**src/rtl/mips_pkg.sv**
```systemverilog
// mips_pkg: shared MIPS datapath widths, register-file constants and word/address types.
package mips_pkg;
    localparam int DATA_W = 32;
    localparam int ADDR_W = 5;
    localparam int NREGS  = 2 ** ADDR_W;
    typedef logic [DATA_W-1:0] word_t;
    typedef logic [ADDR_W-1:0] regaddr_t;
    localparam regaddr_t REG_ZERO = 5'd0;
endpackage

```
**src/rtl/dec5to32.sv**
```systemverilog
// dec5to32: 5-to-32 one-hot decoder selecting the register-file write target.
module dec5to32
    import mips_pkg::*;
(
    input  logic [ADDR_W-1:0] Adr,
    output logic [NREGS-1:0]  Out
);
    for (genvar i = 0; i < NREGS; i++) begin : g_dec
        assign Out[i] = (Adr == ADDR_W'(i));
    end
endmodule

```
**src/rtl/reg_file_32x32.sv**
```systemverilog
// reg_file_32x32: 32x32 MIPS register file, two async read ports, one sync write port.
// Define RF_BYPASS_EN to forward Din to a read port addressing the register being written.
module reg_file_32x32
    import mips_pkg::*;
(
    input  logic              Clk,
    input  logic              Rst,
    input  logic [ADDR_W-1:0] Ard1,
    input  logic [ADDR_W-1:0] Ard2,
    input  logic [ADDR_W-1:0] Awr,
    input  logic [DATA_W-1:0] Din,
    input  logic              Wr_En,
    output logic [DATA_W-1:0] Dout1,
    output logic [DATA_W-1:0] Dout2
);
    logic [NREGS-1:0] wsel;
    logic [NREGS-1:0] we;
    word_t            rf [NREGS];
    word_t            rd1;
    word_t            rd2;

    dec5to32 u_wdec (.Adr(Awr), .Out(wsel));

    // register 0 never takes a write enable, so it stays at its reset value of zero
    assign we = {wsel[NREGS-1:1] & {(NREGS-1){Wr_En}}, 1'b0};

    always_ff @(posedge Clk or posedge Rst) begin
        if (Rst) begin
            for (int i = 0; i < NREGS; i++) rf[i] <= '0;
        end else begin
            for (int i = 1; i < NREGS; i++) if (we[i]) rf[i] <= Din;
        end
    end

    assign rd1 = (Ard1 == REG_ZERO) ? '0 : rf[Ard1];
    assign rd2 = (Ard2 == REG_ZERO) ? '0 : rf[Ard2];

`ifdef RF_BYPASS_EN
    logic byp1;
    logic byp2;
    // a reset in progress wins over write-through so reads stay zero
    assign byp1  = Wr_En && !Rst && (Awr != REG_ZERO) && (Ard1 == Awr);
    assign byp2  = Wr_En && !Rst && (Awr != REG_ZERO) && (Ard2 == Awr);
    assign Dout1 = byp1 ? Din : rd1;
    assign Dout2 = byp2 ? Din : rd2;
`else
    assign Dout1 = rd1;
    assign Dout2 = rd2;
`endif
endmodule
```
**config.mk**
```make
export PLATFORM = sky130hd
export DESIGN_NAME = reg_file_32x32
export DESIGN_NICKNAME = d
export VERILOG_FILES = /design/src/rtl/mips_pkg.sv /design/src/rtl/dec5to32.sv /design/src/rtl/reg_file_32x32.sv
export SDC_FILE = /design/constraint.sdc
export NUM_CORES = 2
export LEC_CHECK = 0
export BUFFER_PORTS_ARGS = -buffer_cell sky130_fd_sc_hd__buf_2
export CAP_MARGIN = 20
export CORE_UTILIZATION = 50
export DETAILED_ROUTE_END_ITERATION = 7
export GPL_ROUTABILITY_DRIVEN = 1
export GPL_TIMING_DRIVEN = 0
export PLACE_DENSITY = 0.68
export RECOVER_POWER = 50
export SKIP_CTS_REPAIR_TIMING = 1
export SLEW_MARGIN = 30
export SYNTH_ARGS = -nofsm -noshare
export SYNTH_HDL_FRONTEND = slang
export SYNTH_SLANG_ARGS = --single-unit
export TNS_END_PERCENT = 100
```
**constraint.sdc**
```tcl
create_clock -name Clk -period 34 [get_ports Clk]
set_input_delay 5.1 -clock Clk [delete_from_list [all_inputs] [get_ports Clk]]
set_output_delay 5.1 -clock Clk [all_outputs]
set_load 0.02 [all_outputs]
```
==> impl_metrics.env <==
export IMPL_reg_top3="rf (992)"
export IMPL_ys_seq_elements=992
export IMPL_outcome="finished with violations"
export IMPL_synth_top_area_share_pct=46.6
export IMPL_antenna_left=0
export IMPL_area_growth_pct=11.7
export IMPL_crit_chain="buf_2 > clkinvlp_2 > clkbuf_1 > clkbuf_1 > clkbuf_1"
export IMPL_crit_top_cell="clkbuf_1"
export IMPL_synth_edf_count=0
export IMPL_finalCritPeriodShare_pct=48.9
export IMPL_setup_viol=0
export IMPL_max_flop_register="rf"
export IMPL_die_w_um=329
export IMPL_vias=39100
export IMPL_routed_wl_mm=212
export IMPL_synth_area_leaders="dfrtp_1, mux2_2, mux4_2, mux2i_1, clkbuf_1"
export IMPL_slowest_delay_ps=3640
export IMPL_worstPathMaxFanout=92
export IMPL_cp_top_family="buffers and inverters"
export IMPL_port_buffers=106
export IMPL_critPathBufInv=5
export IMPL_synthSimpleGateAreaFrac_pct=3.62
export IMPL_yosysSeqAreaShare_pct=46.6
export IMPL_avgSynthCellArea_um2=14.1
export IMPL_synth_area_mm2=0.0533
export IMPL_hold_viol_final=0
export IMPL_clock_path_buffers=3
export IMPL_synth_adder_area_share_pct=0
export IMPL_synth_common_cells="mux2_2, dfrtp_1, mux4_2, clkbuf_1, nand2_1"
export IMPL_syn_inst=3777
export IMPL_cp_arrival_ps=16250
export IMPL_p_per_area_mw_per_mm2=61.3
export IMPL_overflow=0
export IMPL_dr_pass1_iters=8
export IMPL_crit_type="input port to asynchronous set/reset pin"
export IMPL_hold_path_class="flop to flop"
export IMPL_clock_latency_ps=700
export IMPL_finalSetupTns_ps=0
export IMPL_yosys_area_top_type="dfrtp_1"
export IMPL_core_rowCount=119
export IMPL_dp_cells=5288
export IMPL_drc_errors=30
export IMPL_synth_compound_area_share_pct=4.09
export IMPL_rsz0062_at_grt="no"
export IMPL_drtIter0Drc=5875
export IMPL_grt_max_degree=93
export IMPL_nets=4056
export IMPL_clk_pin_slew_worst_paths_ps=60
export IMPL_ctsRootBufferMaster="clkbuf_16"
export IMPL_fillers=8593
export IMPL_final_cells=5488
export IMPL_violations="design-rule violations, max-capacitance violations, max-slew violations"
export IMPL_grt_pass1_wl_mm=297
export IMPL_io_pins=114
export IMPL_yosysMostFrequentCell="mux2_2"
export IMPL_die_area_mm2=0.108
export IMPL_fin_skew_ps=0
export IMPL_synthMuxAreaShare_pct=42.5
export IMPL_grt_usage_pct=39.7
export IMPL_cts_buffers=107
export IMPL_ys_async_sr_fraction_pct=100
export IMPL_clock_fmax_ghz=0.0601
export IMPL_htree_levels=3
export IMPL_cpMaxStageDelayCell="clkbuf_1"
export IMPL_synth_xor_area_share_pct=0
export IMPL_die_h_um=329
export IMPL_required_ps=33620
export IMPL_syn_num_nets=3827
export IMPL_coreArea_mm2=0.106
export IMPL_drive_above_1_share_pct=47.8
export IMPL_largest_register_ffs=992
export IMPL_cts_sinks=992
export IMPL_ys_flop_type="dfrtp_1"
export IMPL_vias_per_cell=7.13
export IMPL_first_global_vias=38500
export IMPL_slew_violations=1023
export IMPL_end_kind="asynchronous set/reset pin"
export IMPL_period_needed_ps=16630
export IMPL_maxSlewHeadroom_pct=-229
export IMPL_place_hpwl_mm=143
export IMPL_gp_congestion=1.02
export IMPL_worst_slew_pin_slew_ps=4930
export IMPL_leakagePower_uw=0.0261
export IMPL_yosysUniqueCellTypes=45
export IMPL_synth_warnings=32
export IMPL_peakVddDrop_mv=0.0431
export IMPL_grt_antenna_before_repair=8
export IMPL_dpl_worst_slack_ps=20170
export IMPL_synth_top_family_by_area="multiplexers"
export IMPL_worst_slack_ps=17370
export IMPL_cts_tree="yes"
export IMPL_max_cap_viol_count=14
export IMPL_utilization_pct=56.4
export IMPL_wire_per_inst_um=38.7
export IMPL_start_util_pct=50.5
export IMPL_startpoint_type="input port"
kinds of logic after synthesis:
| logic type | count (synthesis) |
|---|---|
| AOI/OAI and AO/OA | 339 |
| buffers and inverters | 405 |
| DFF | 992 |
| muxes | 1614 |
| and+or+nand+nor | 427 |
area by class of cell:
class	count	area [um2]	share of cell area, %
multi-input combinational	2380	26800	45.0
timing repair buffer	120	626	1.05
buffer	403	1820	3.05
antenna	6	15.0	0.0252
tap	1391	1740	2.92
sequential	992	24800	41.7
clock inverter	33	462	0.775
clock buffer	161	3270	5.50
inverter	2	8.76	0.0147
path summary, 6_finish.rpt:
| path | startpoint | endpoint | slack, ps | cells after the start |
|---|---|---|---|---|
| worst min-delay path | rf[794]$_DFFE_PP0P_ | rf[794]$_DFFE_PP0P_ | 510 | 1 |
| worst min register to register | rf[794]$_DFFE_PP0P_ | rf[794]$_DFFE_PP0P_ | 510 | 1 |
| max in group Clk | Ard1[1] | Dout1[7] | 20010 | 9 |
| min in group asynchronous | Rst | rf[326]$_DFFE_PP0P_ | 5210 | 2 |
| worst max-delay path | Rst | rf[595]$_DFFE_PP0P_ | 17370 | 5 |
| worst max register to register | rf[588]$_DFFE_PP0P_ | rf[588]$_DFFE_PP0P_ | 33160 | 1 |
layer usage:
metal / vias to the layer above / global-route usage (%) / part of all wire, %
met2: 3001 / 55.5 / 42
li1: 14800 / - / -
met3: 750 / 15.3 / 14
met1: 20500 / 52.0 / 37
met4: 12 / 24.6 / 7.2
met5: - / 0 / 0.039
cells in the final DEF (no fill, tap or decap), types with 5 or more instances in the layout:
cell type / netlist / final
nand2_1: 191 / 191
diode_2: 0 / 6
a31oi_1: 5 / 5
nor2_1: 70 / 69
nand2b_1: 5 / 5
nand3_1: 44 / 44
a21o_1: 5 / 5
a211oi_1: 7 / 7
a21oi_1: 128 / 128
o221ai_1: 18 / 18
clkinv_2: 0 / 17
clkbuf_8: 0 / 33
a22oi_1: 29 / 29
dfrtp_1: 992 / 992
buf_1: 62 / 31
nor2b_1: 62 / 59
o21ai_0: 52 / 52
o32ai_1: 5 / 5
bufinv_16: 0 / 11
clkbuf_2: 0 / 40
mux2i_1: 142 / 142
nor3_1: 40 / 40
a221oi_1: 41 / 41
mux2_1: 11 / 11
clkbuf_1: 200 / 199
o211ai_1: 32 / 32
mux4_2: 413 / 413
buf_4: 13 / 13
clkbuf_16: 0 / 110
buf_2: 126 / 254
mux2_2: 1048 / 1048
stage by stage:
step / power (uW) / hold WS, ps / area, um2
after global routing: 3760 / 537 / 59500
after detailed placement: 2380 / 503 / 56100
after floorplan: 2130 / 476 / 53300
after CTS: 3630 / 516 / 59800
final: 3650 / 515 / 59500
after global placement: 2350 / 487 / 55600
power breakdown:
| part | leakage (uW) | switching [uW] | total, uW | internal (uW) |
|---|---|---|---|---|
| clock | 0.00184 | 514 | 1260 | 744 |
| combinational | 0.0116 | 370 | 798 | 428 |
| sequential | 0.0127 | 180 | 1590 | 1410 |
| total | 0.0261 | 1060 | 3650 | 2580 |
Power figures use the tool's default switching activity.
